`src/rtl/mmio_cmd_decoder.sv`:
```
// mmio_cmd_decoder
// Peripheral endpoint of the processor's 32-bit mmio_out port.
//
// Each new command word (bit 31 toggled against the previous word) is
// decoded into a shadow copy of the game state. A COMMIT arms a transfer
// of the shadow set into the active registers. The transfer happens at the
// next clock edge that sees vblank high, so the renderer only ever sees a
// complete frame's worth of state.
//
// Optional feature macro: MMIO_DEC_ERRCNT_EN
//   defined   -> err_count counts rejected commands, saturating at 255
//   undefined -> err_count is tied to zero and no counter is built
//
// mmio_out and vblank are assumed to be already registered in this clock
// domain; there is no synchronizer here.
module mmio_cmd_decoder #(
    parameter int Y_W         = 9,
    parameter int X_W         = 10,
    parameter int NUM_PIPES   = 2,
    parameter int BIRD_Y_INIT = 240
) (
    input  logic                      clock,
    input  logic                      rst,
    input  logic [31:0]               mmio_out,
    input  logic                      vblank,
    output logic [Y_W-1:0]            bird_y,
    output logic [NUM_PIPES*X_W-1:0]  pipe_x,
    output logic [NUM_PIPES*Y_W-1:0]  pipe_gap_y,
    output logic [15:0]               score,
    output logic                      commit_pending,
    output logic                      frame_ack,
    output logic [7:0]                err_count
);

    // Opcode encoding of word bits [30:28]
    localparam logic [2:0] OP_NOP    = 3'd0;
    localparam logic [2:0] OP_BIRD_Y = 3'd1;
    localparam logic [2:0] OP_PIPE   = 3'd2;
    localparam logic [2:0] OP_SCORE  = 3'd3;
    localparam logic [2:0] OP_COMMIT = 3'd4;
    localparam logic [2:0] OP_CLEAR  = 3'd5;

    // Reset values shared by the shadow and active register sets
    localparam logic [Y_W-1:0]           BIRD_RST  = Y_W'(BIRD_Y_INIT);
    localparam logic [NUM_PIPES*X_W-1:0] PIPE_X_RST = {(NUM_PIPES*X_W){1'b1}};
    localparam logic [NUM_PIPES*Y_W-1:0] GAP_RST    = {(NUM_PIPES*Y_W){1'b0}};
    localparam logic [15:0]              SCORE_RST  = 16'd0;

    typedef enum logic [0:0] {
        ST_IDLE    = 1'b0,
        ST_PENDING = 1'b1
    } state_e;

    // Registered state
    state_e                     state_q,          state_d;
    logic                       prev_tog_q,       prev_tog_d;
    logic                       commit_pending_q, commit_pending_d;
    logic                       frame_ack_q,      frame_ack_d;

    logic [Y_W-1:0]             sh_bird_y_q,      sh_bird_y_d;
    logic [NUM_PIPES*X_W-1:0]   sh_pipe_x_q,      sh_pipe_x_d;
    logic [NUM_PIPES*Y_W-1:0]   sh_gap_y_q,       sh_gap_y_d;
    logic [15:0]                sh_score_q,       sh_score_d;

    logic [Y_W-1:0]             act_bird_y_q,     act_bird_y_d;
    logic [NUM_PIPES*X_W-1:0]   act_pipe_x_q,     act_pipe_x_d;
    logic [NUM_PIPES*Y_W-1:0]   act_gap_y_q,      act_gap_y_d;
    logic [15:0]                act_score_q,      act_score_d;

    // Decoded view of the incoming word
    logic                       cmd_s;
    logic [2:0]                 opcode_s;
    logic [27:0]                payload_s;
    logic [3:0]                 pipe_idx_s;
    logic [X_W-1:0]             pipe_xv_s;
    logic [Y_W-1:0]             pipe_gv_s;
    logic                       pipe_hit_s;
    logic                       copy_s;

    // Split the incoming word into fields and detect a new command
    always_comb begin
        cmd_s      = (mmio_out[31] != prev_tog_q);
        opcode_s   = mmio_out[30:28];
        payload_s  = mmio_out[27:0];
        pipe_idx_s = payload_s[27:24];
        pipe_xv_s  = payload_s[12 +: X_W];
        pipe_gv_s  = payload_s[0 +: Y_W];
        pipe_hit_s = 1'b0;
        for (int i = 0; i < NUM_PIPES; i++) begin
            if (pipe_idx_s == 4'(i)) begin
                pipe_hit_s = 1'b1;
            end else begin
                pipe_hit_s = pipe_hit_s;
            end
        end
        copy_s = (state_q == ST_PENDING) && vblank;
    end

    // Next-state logic: frame copy, shadow writes and commit FSM
    always_comb begin
        state_d          = state_q;
        prev_tog_d       = mmio_out[31];
        frame_ack_d      = 1'b0;
        sh_bird_y_d      = sh_bird_y_q;
        sh_pipe_x_d      = sh_pipe_x_q;
        sh_gap_y_d       = sh_gap_y_q;
        sh_score_d       = sh_score_q;
        act_bird_y_d     = act_bird_y_q;
        act_pipe_x_d     = act_pipe_x_q;
        act_gap_y_d      = act_gap_y_q;
        act_score_d      = act_score_q;

        // The copy reads the pre-edge shadow, so a shadow write landing on
        // the same edge is held back for the following commit.
        if (copy_s) begin
            act_bird_y_d = sh_bird_y_q;
            act_pipe_x_d = sh_pipe_x_q;
            act_gap_y_d  = sh_gap_y_q;
            act_score_d  = sh_score_q;
            frame_ack_d  = 1'b1;
            state_d      = ST_IDLE;
        end else begin
            state_d      = state_q;
        end

        if (cmd_s) begin
            case (opcode_s)
                OP_NOP: begin
                    sh_bird_y_d = sh_bird_y_q;
                end
                OP_BIRD_Y: begin
                    sh_bird_y_d = payload_s[0 +: Y_W];
                end
                OP_PIPE: begin
                    for (int i = 0; i < NUM_PIPES; i++) begin
                        if (pipe_idx_s == 4'(i)) begin
                            sh_pipe_x_d[i*X_W +: X_W] = pipe_xv_s;
                            sh_gap_y_d[i*Y_W +: Y_W]  = pipe_gv_s;
                        end else begin
                            sh_pipe_x_d[i*X_W +: X_W] = sh_pipe_x_q[i*X_W +: X_W];
                        end
                    end
                end
                OP_SCORE: begin
                    sh_score_d = payload_s[15:0];
                end
                OP_COMMIT: begin
                    // A COMMIT already waiting for vblank absorbs this one
                    if (state_q == ST_IDLE) begin
                        state_d = ST_PENDING;
                    end else begin
                        state_d = state_d;
                    end
                end
                OP_CLEAR: begin
                    sh_bird_y_d = BIRD_RST;
                    sh_pipe_x_d = PIPE_X_RST;
                    sh_gap_y_d  = GAP_RST;
                    sh_score_d  = SCORE_RST;
                end
                default: begin
                    sh_bird_y_d = sh_bird_y_q;
                end
            endcase
        end else begin
            sh_bird_y_d = sh_bird_y_q;
        end

        commit_pending_d = (state_d == ST_PENDING);
    end

    // State, shadow and active registers with synchronous reset
    always_ff @(posedge clock) begin
        if (rst) begin
            state_q          <= ST_IDLE;
            prev_tog_q       <= 1'b0;
            commit_pending_q <= 1'b0;
            frame_ack_q      <= 1'b0;
            sh_bird_y_q      <= BIRD_RST;
            sh_pipe_x_q      <= PIPE_X_RST;
            sh_gap_y_q       <= GAP_RST;
            sh_score_q       <= SCORE_RST;
            act_bird_y_q     <= BIRD_RST;
            act_pipe_x_q     <= PIPE_X_RST;
            act_gap_y_q      <= GAP_RST;
            act_score_q      <= SCORE_RST;
        end else begin
            state_q          <= state_d;
            prev_tog_q       <= prev_tog_d;
            commit_pending_q <= commit_pending_d;
            frame_ack_q      <= frame_ack_d;
            sh_bird_y_q      <= sh_bird_y_d;
            sh_pipe_x_q      <= sh_pipe_x_d;
            sh_gap_y_q       <= sh_gap_y_d;
            sh_score_q       <= sh_score_d;
            act_bird_y_q     <= act_bird_y_d;
            act_pipe_x_q     <= act_pipe_x_d;
            act_gap_y_q      <= act_gap_y_d;
            act_score_q      <= act_score_d;
        end
    end

`ifdef MMIO_DEC_ERRCNT_EN
    logic       reject_s;
    logic [7:0] err_count_q, err_count_d;

    // Rejected commands: illegal opcodes and PIPE writes to a missing slot
    always_comb begin
        if (cmd_s) begin
            case (opcode_s)
                OP_PIPE: reject_s = !pipe_hit_s;
                3'd6:    reject_s = 1'b1;
                3'd7:    reject_s = 1'b1;
                default: reject_s = 1'b0;
            endcase
        end else begin
            reject_s = 1'b0;
        end
        if (reject_s && (err_count_q != 8'hFF)) begin
            err_count_d = err_count_q + 8'd1;
        end else begin
            err_count_d = err_count_q;
        end
    end

    // Saturating reject counter
    always_ff @(posedge clock) begin
        if (rst) begin
            err_count_q <= 8'd0;
        end else begin
            err_count_q <= err_count_d;
        end
    end

    assign err_count = err_count_q;
`else
    assign err_count = 8'd0;
`endif

    assign bird_y         = act_bird_y_q;
    assign pipe_x         = act_pipe_x_q;
    assign pipe_gap_y     = act_gap_y_q;
    assign score          = act_score_q;
    assign commit_pending = commit_pending_q;
    assign frame_ack      = frame_ack_q;

endmodule
```
`config.mk`:
```
export PLATFORM = sky130hd
export DESIGN_NAME = mmio_cmd_decoder
export DESIGN_NICKNAME = d
export VERILOG_FILES = /design/src/rtl/mmio_cmd_decoder.sv
export SDC_FILE = /design/constraint.sdc
export NUM_CORES = 1
export LEC_CHECK = 0
export BUFFER_PORTS_ARGS = -buffer_cell sky130_fd_sc_hd__buf_2
export CORE_ASPECT_RATIO = 2
export CORE_UTILIZATION = 50
export DETAILED_ROUTE_END_ITERATION = 8
export GPL_TIMING_DRIVEN = 0
export PLACE_DENSITY = 0.75
export SKIP_CTS_REPAIR_TIMING = 1
export SYNTH_ARGS = -nofsm -noshare
export SYNTH_HDL_FRONTEND = slang
export SYNTH_SLANG_ARGS = --single-unit
```
`constraint.sdc`:
```
create_clock -name clock -period 3.1 [get_ports clock]
set_input_delay 0.31 -clock clock [delete_from_list [all_inputs] [get_ports clock]]
set_output_delay 0.31 -clock clock [all_outputs]
set_load 0.1 [all_outputs]
```
==> run_results.csv, run 1 <==
group,metric,value,unit
pwr,pwr-share-comb,0.068,
flow_run,cap_violations,0,
die,rows,49,
critical_path,r2r-end,"pipe_x[13]",
critical_path,end_kind,"flop",
grt,antenna_found_initial,0,
cells_and_area,fin_cells,664,
clocking,clkTransAtPathRegs,0.05,ns
cells_and_area,final_cell_mix,"129 x dfxtp_1, 105 x buf_2, 43 x mux2i_1",
timing,fin_crit_sh,0.502,
detailed_routing,routed_via_density,5.30,
place,placed_cell_area,5220,sq um
cells_and_area,drive_above_1_share,0.267,
critical_path,worst_ep_required_time,3.45,ns
detailed_routing,wl,10900,um
timing,slew_viol_final,0,
timing,relSlewSlack,0.630,
die,core-area,8950,sq um
min_path,min_to,"sh_score_q[10]",
timing,setup_viol,0,
cells_and_area,diodes,0,
pwr,p_switching,0.865,mW
grt,grt-ovfl-total,0,
yosys,seq_area_frac_synth,0.562,
critical_path,start_kind,"flop",
critical_path,timing.rr.start,"commit_pending",
pwr,power_frac_seq,0.428,
place,io_buffers,95,
timing,hold_viol,0,
pwr,p_sw_frac,0.216,
clocking,cts_buffers,17,
die,fp.dieW,69.8,um
timing,tightestPinTransition,0.555,ns
detailed_routing,ant_nets,0,
critical_path,crit_arrival,1.90,ns
clocking,cts_tree,"yes",
cells_and_area,final_common_cell,"dfxtp_1",
yosys,synth_warnings,0,
place,dp_cells,634,
cells_and_area,design_area,5830,sq um
clocking,clock_path_buffers,2,
cells_and_area,area_growth,26.9,%
critical_path,reg2reg_slack,1.54,ns
place,gp_congestion,0.847,
grt,grt_max_degree,17,
detailed_routing,post-route-drc-count,0,
min_path,hold_path_depth,3,
die,io_pins,108,
timing,fmax,0.643,GHz
detailed_routing,drt_iter0_markers,161,
detailed_routing,dr.pass1.iters,4,
cells_and_area,num-fill-cells,737,
clocking,insertion_delay,0.41,ns
yosys,synth_cell_types,33,
die,die_y,138,um
yosys,ys_ff_latch,129,
min_path,min_path_type,"input pin to flop",
die,start_util,0.513,
die,die_area,9590,sq um
pwr,ir_drop,0.000835,V
grt,grt_pass1_vias,3494,
detailed_routing,via_count,3518,
clocking,cts-root-buf,"clkbuf_16",
critical_path,reg2reg_depth,5,
detailed_routing,wl_per_cell,16.4,um
clocking,cts.sink_count,129,
timing,hold_ws,0.162,ns
critical_path,critPathMaxFanout,10,
timing,finClkSkew,0.00706,ns
critical_path,worstSetupPathType,"flop to flop",
pwr,p_leak,2.68,nW
pwr,clkPwrFrac,0.504,
clocking,htreeDepth,4,
timing,setup_tns,0,ns
timing,min_period,1.56,ns
pwr,p_int,3.14,mW
pwr,finalPower,4.01,mW
cells_and_area,final_net_count,586,
pwr,p_per_area,688,nW/um^2
yosys,synthCells,430,
place,dp_hpwl,8060,um
place,post-place-ws,1.34,ns
grt,grt_pass1_wl,17100,um
yosys,syn_area,4590,sq um
outcome,status,"complete, no violations",
cells_and_area,utilization,0.651,
timing,rsz0062_at_grt,"no",
min_path,hp-start,"mmio_out[10]",
grt,grt_usage,0.237,
yosys,syn_area_per_cell,10.7,sq um
timing,setup_ws,1.54,ns
## registers in the layout (all words and copies together), names as in the netlist
signal	count
sh_bird_y_q	9
sh_gap_y_q	18
prev_tog_q	1
score	16
commit_pending	1
bird_y	9
pipe_gap_y	18
frame_ack	1
sh_score_q	16
pipe_x	20
sh_pipe_x_q	20
## layer usage
layer | global-route usage | wire (um) | vias up
met5 | 0 | 0 | -
met4 | 0.143 | 421 | 0
met3 | 0.0666 | 466 | 25
met2 | 0.428 | 5940 | 93
met1 | 0.237 | 4040 | 1663
li1 | - | - | 1737
## power by group through the flow
stage                     Sequential [mW]  Clock (mW)  Combinational, mW
after floorplan                      1.76           0              0.185
after global placement               1.75           0              0.266
after detailed placement             1.75           0              0.271
after CTS                            1.71        2.04              0.273
after global routing                 1.72        2.13              0.291
final                                1.72        2.02              0.273
## area by class of cell
cell class              count  area (sq um)  share of cell area
well taps                 102           128              0.0219
inverters                   1          3.75            0.000644
clock buffers              25           505              0.0868
plain buffers              41           246              0.0423
flip-flops and latches    129          2580               0.443
clock inverters             5           100              0.0172
multi-input cells         266          1790               0.306
repair buffers             95           475              0.0816
## worst max path at each step
stage / from / to / slack [ns] / cells after the start
after floorplan: commit_pending / bird_y[4] / 1.11 / 5
after global placement: mmio_out[29] / sh_pipe_x_q[11] / 1.37 / 6
after detailed placement: mmio_out[29] / sh_pipe_x_q[5] / 1.34 / 6
after CTS: commit_pending / pipe_x[13] / 1.54 / 5
after global routing: commit_pending / pipe_x[16] / 1.44 / 5
final: commit_pending / pipe_x[13] / 1.54 / 5
## cells in the mapped netlist (all sizes together)
cell    number  area, sq um
and3b        2         18.8
a21o         1         7.51
o41ai        1         8.76
and2         5         31.3
nand3b       2         15.0
nor3         5         25.0
nand2       27          101
o21bai       4         30.0
or2          1         6.26
conb         1         3.75
xor2         2         25.0
and3         1         6.26
a21oi       18         90.1
nor3b        2         20.0
nand3       12         60.1
inv          1         3.75
nor2b        1         6.26
buf         24          183
nand2b      26          163
mux2i       43          430
o21ai        1         5.00
clkbuf      17         63.8
dfxtp      129         2580
a22o        39          342
o22a        24          210
nor2        41          154
## worst max-delay path, cell delays in order (launching register included)
cell and delay (ns):
dfxtp_1 0.38, nand2_1 0.09, nand2b_1 0.08, clkbuf_1 0.28, clkbuf_1 0.46, o22a_1 0.21
## cell families after synthesis
family          Yosys count  synth area share
other cells               1          0.000817
buf+inv                  42            0.0545
flops                   129             0.562
mux                      43            0.0937
xor+xnor                  2           0.00545
compound gates           88             0.151
simple gates            125             0.132
Power figures use the tool's default switching activity.
==> run 2, diff against run 1 <==
- clock period: 3.1 -> 1.6 ns (I/O delays scaled with it)
==> run_results.csv, run 2 (synthesis results as in run 1) <==
group,metric,value,unit
grt,grt_busiest_layer,"met2",
pwr,p_sw_frac,0.230,
cells_and_area,diodes,0,
detailed_routing,wl,10800,um
grt,grtUsageMet1,0.235,
critical_path,cp.depth,6,
timing,setup_viol,0,
die,fp.dieW,69.8,um
detailed_routing,routed_via_density,5.33,
critical_path,reg2reg_depth,6,
critical_path,critPathMaxFanout,10,
detailed_routing,post-route-drc-count,0,
grt,grt_usage,0.234,
place,dp_cells,634,
die,start_util,0.513,
timing,hold_viol,0,
pwr,p_leak,2.67,nW
clocking,clkTransAtPathRegs,0.05,ns
timing,slew_viol_final,0,
die,die_area,9590,sq um
clocking,cts_tree,"yes",
min_path,min_path_type,"input pin to flop",
timing,setup_tns,0,ns
critical_path,crit_end,"sh_gap_y_q[16]",
critical_path,crit_arrival,1.78,ns
critical_path,path_cells,"xor2_2, o21ai_1, a21o_1, buf_6, buf_8, mux2i_1",
timing,fmax,0.670,GHz
detailed_routing,wl_per_cell,16.2,um
flow_run,cap_violations,0,
outcome,status,"complete, no violations",
clocking,insertion_delay,0.41,ns
critical_path,worstSetupPathType,"flop to flop",
grt,globalRouteMet2Util,0.418,
pwr,finalPower,7.49,mW
die,rows,49,
grt,grt_pass1_vias,3439,
timing,finClkSkew,0.00494,ns
timing,relSlewSlack,0.634,
cells_and_area,design_area,5810,sq um
detailed_routing,ant_nets,0,
grt,grt-ovfl-total,0,
critical_path,path_buf_inv,2,
grt,grt_pass1_wl,16800,um
cells_and_area,fin_cells,667,
clocking,cts.sink_count,129,
grt,met3_usage,0.0710,
pwr,clkPwrFrac,0.485,
pwr,pwr-share-comb,0.072,
critical_path,timing.rr.start,"prev_tog_q",
critical_path,cpLargestDelayFamily,"flip-flops",
cells_and_area,final_cell_mix,"128 x dfxtp_1, 105 x buf_2, 43 x mux2i_1",
place,io_buffers,95,
detailed_routing,via_count,3554,
grt,antenna_found_initial,0,
cells_and_area,regArea,2590,sq um
detailed_routing,drt_iter0_markers,136,
grt,grt_max_degree,17,
die,die_y,138,um
clocking,clock_path_buffers,2,
pwr,power_frac_seq,0.443,
timing,min_period,1.49,ns
clocking,cts-root-buf,"clkbuf_16",
cells_and_area,area_growth,26.6,%
timing,rsz0062_at_grt,"no",
critical_path,r2r-end,"sh_gap_y_q[16]",
cells_and_area,multi_input_area,1790,sq um
critical_path,cpPeakStageDelay,0.35,ns
cells_and_area,final_net_count,588,
die,io_pins,108,
clocking,htreeDepth,4,
critical_path,start_kind,"flop",
critical_path,startpoint,"prev_tog_q",
place,placed_cell_area,5230,sq um
die,core-area,8950,sq um
timing,tightestPinTransition,0.549,ns
cells_and_area,drive_above_1_share,0.276,
pwr,p_switching,1.72,mW
cells_and_area,final_common_cell,"dfxtp_1",
critical_path,cp_slowest_cell,"dfxtp_1",
critical_path,end_kind,"flop",
critical_path,reg2reg_slack,0.11,ns
place,dp_hpwl,8040,um
cells_and_area,num-fill-cells,727,
pwr,p_per_area,1290,nW/um^2
critical_path,worst_ep_required_time,1.89,ns
detailed_routing,dr.pass1.iters,4,
pwr,ir_drop,0.000915,V
clocking,cts_buffers,17,
timing,fin_crit_sh,0.932,
pwr,p_int,5.77,mW
place,gp_congestion,0.847,
## run 2: how the worst min path moves through the flow
| stage | startpoint | end | slack [ns] | depth (start not counted) |
|---|---|---|---|---|
| 6_report | mmio_out[11] | sh_score_q[11] | 0.02 | 3 |
| 5_1_grt | mmio_out[31] | prev_tog_q | 0.02 | 2 |
| 4_1_cts | mmio_out[31] | prev_tog_q | 0.004 | 2 |
| 3_5_place_dp | mmio_out[31] | prev_tog_q | 0.43 | 2 |
| 3_3_place_gp | mmio_out[31] | prev_tog_q | 0.42 | 2 |
| 2_1_floorplan | mmio_out[31] | prev_tog_q | 0.29 | 1 |
## run 2: layout make-up
| type | count | share of cell area |
|---|---|---|
| clock inverter | 11 | 0.0198 |
| multi-input combinational | 266 | 0.308 |
| buffer | 41 | 0.0433 |
| sequential | 129 | 0.445 |
| timing repair buffer | 97 | 0.0848 |
| clock buffer | 20 | 0.0768 |
| inverter | 1 | 0.000646 |
| tap | 102 | 0.0219 |
## run 2: per-layer routing
layer / up-vias / part of all wire
met3: 24 / 0.053
met1: 1676 / 0.38
li1: 1737 / -
met4: 0 / 0.033
met2: 117 / 0.54
met5: - / 0
## run 2: power groups by stage
stage / combinational, mW / clock [mW] / sequential [mW]
floorplan: 0.358 / 0 / 3.41
global placement: 0.516 / 0 / 3.39
detailed placement: 0.526 / 0 / 3.39
CTS: 0.528 / 3.70 / 3.32
global route: 0.573 / 3.85 / 3.33
finish: 0.536 / 3.64 / 3.32
## run 2: worst min-delay path: cells and delay by family
kind | cells | cell delay, ns
AND/OR/NAND/NOR | 1 | 0.06
buffers and inverters | 1 | 0.09
AO/OA/AOI/OAI | 1 | 0.06
## run 2: through the flow
step           worst slack, ns  utilization  hold slack [ns]
2_1_floorplan            0.110            -            0.288
3_3_place_gp            0.0278        0.584            0.423
3_5_place_dp           -0.0310        0.584            0.434
4_1_cts                 0.0678        0.646          0.00353
5_1_grt                 0.0111        0.650           0.0173
6_report                 0.108        0.650           0.0188
==> run 3, diff against run 2 <==
==> constraint.sdc (replaced) <==
create_clock -name clock -period 1.6 [get_ports clock]
set_input_delay 0.08 -clock clock [delete_from_list [all_inputs] [get_ports clock]]
set_output_delay 0.08 -clock clock [all_outputs]
set_load 0.1 [all_outputs]
==> run_results.csv, run 3 (synthesis results as in run 1) <==
group,metric,value,unit
grt,grt_usage,0.234,
cells_and_area,utilization,0.669,
cells_and_area,final_common_cell,"dfxtp_1",
critical_path,startpoint,"mmio_out[31]",
detailed_routing,routed_via_density,5.26,
timing,slew_viol_final,0,
clocking,insertion_delay,0.41,ns
place,dp_hpwl,8040,um
pwr,ir_drop,0.000919,V
min_path,min_path_type,"input pin to flop",
cells_and_area,drive_above_1_share,0.268,
timing,min_period,1.51,ns
die,core-area,8950,sq um
detailed_routing,wl,10900,um
clocking,clock_path_buffers,2,
critical_path,crit_arrival,1.84,ns
timing,fmax,0.662,GHz
detailed_routing,wl_per_cell,16.0,um
detailed_routing,via_count,3597,
timing,setup_viol,0,
grt,grt_pass1_vias,3439,
die,rows,49,
cells_and_area,area_growth,30.3,%
pwr,p_sw_frac,0.231,
timing,finClkSkew,0.00538,ns
die,die_area,9590,sq um
clocking,cts_buffers,17,
cells_and_area,final_cell_mix,"128 x dfxtp_1, 105 x buf_2, 43 x mux2i_1",
grt,grt-ovfl-total,0,
critical_path,worst_ep_required_time,1.93,ns
clocking,cts_tree,"yes",
pwr,power_frac_seq,0.441,
timing,relSlewSlack,0.642,
die,die_y,138,um
pwr,p_switching,1.74,mW
min_path,hp-start,"mmio_out[30]",
timing,rsz0062_at_grt,"no",
cells_and_area,final_net_count,605,
critical_path,worstSetupPathType,"input pin to flop",
critical_path,start_kind,"input pin",
detailed_routing,drt_iter0_markers,131,
pwr,p_per_area,1260,nW/um^2
grt,grt_pass1_wl,16800,um
clocking,cts.sink_count,129,
timing,hold_viol,0,
timing,setup_tns,0,ns
die,start_util,0.513,
detailed_routing,post-route-drc-count,0,
detailed_routing,dr.pass1.iters,4,
critical_path,timing.rr.start,"prev_tog_q",
pwr,clkPwrFrac,0.484,
detailed_routing,ant_nets,0,
place,io_buffers,95,
clocking,htreeDepth,4,
flow_run,cap_violations,0,
critical_path,critPathMaxFanout,10,
die,fp.dieW,69.8,um
place,gp_congestion,0.847,
outcome,status,"complete, no violations",
pwr,p_leak,2.74,nW
timing,tightestPinTransition,0.537,ns
pwr,pwr-share-comb,0.076,
grt,grt_max_degree,17,
critical_path,end_kind,"flop",
grt,antenna_found_initial,0,
die,io_pins,108,
clocking,clkTransAtPathRegs,0.05,ns
pwr,p_int,5.79,mW
clocking,cts-root-buf,"clkbuf_16",
cells_and_area,diodes,0,
timing,fin_crit_sh,0.943,
-- run 3: changes by cell type in the layout (fill, tap and decap cells not counted), sizes merged --
| cell | previous run | this run |
|---|---|---|
| dlygate4sd3 | 1 | 18 |
-- run 3: final cells by class --
cell class	instances	area, sq um
fillers	708	2970
flip-flops and latches	129	2590
multi-input cells	266	1790
repair buffers	114	663
clock buffers	20	447
plain buffers	41	251
well taps	102	128
clock inverters	11	115
inverters	1	3.75
-- run 3: critical path: stages --
cell,delay [ns]
dlygate4sd3_1,0.53
buf_2,0.15
xor2_2,0.27
and3_1,0.20
buf_2,0.18
buf_6,0.16
nand3_1,0.10
a21oi_1,0.17
-- run 3: path summary, 6_finish.rpt --
check	slack, ns	endpoint	depth (start not counted)
worst min register to register	0.45	sh_score_q[9]	2
worst max register to register	0.10	sh_score_q[10]	6
worst min-delay path	0.01	sh_bird_y_q[4]	3
worst max-delay path	0.09	sh_score_q[10]	8
-- run 3: per-layer routing --
layer  routed length (um)  up-vias  GRT usage
met5                    0        -          0
met4                  342        0      0.143
met3                  478       22     0.0710
met2                 5880      105      0.418
met1                 4250     1702      0.235
li1                     -     1768          -
-- run 3: stage by stage --
step           hold WS, ns  instance area, sq um  std cells  power [mW]  setup WS, ns
2_1_floorplan        0.208                  4620        437        3.77         0.110
3_3_place_gp         0.343                  5230        634        3.90         0.108
3_5_place_dp         0.354                  5230        634        3.91        0.0490
4_1_cts            -0.0765                  5790        665        7.55        0.0678
5_1_grt            0.00879                  5980        684        7.78        0.0111
6_report            0.0147                  5980        684        7.53        0.0905
-- run 3: power by group through the flow --
stage | sequential [mW] | combinational, mW | clock (mW)
after floorplan | 3.41 | 0.358 | 0
after global placement | 3.39 | 0.516 | 0
after detailed placement | 3.39 | 0.526 | 0
after CTS | 3.32 | 0.528 | 3.70
after global routing | 3.33 | 0.608 | 3.85
final | 3.32 | 0.569 | 3.65
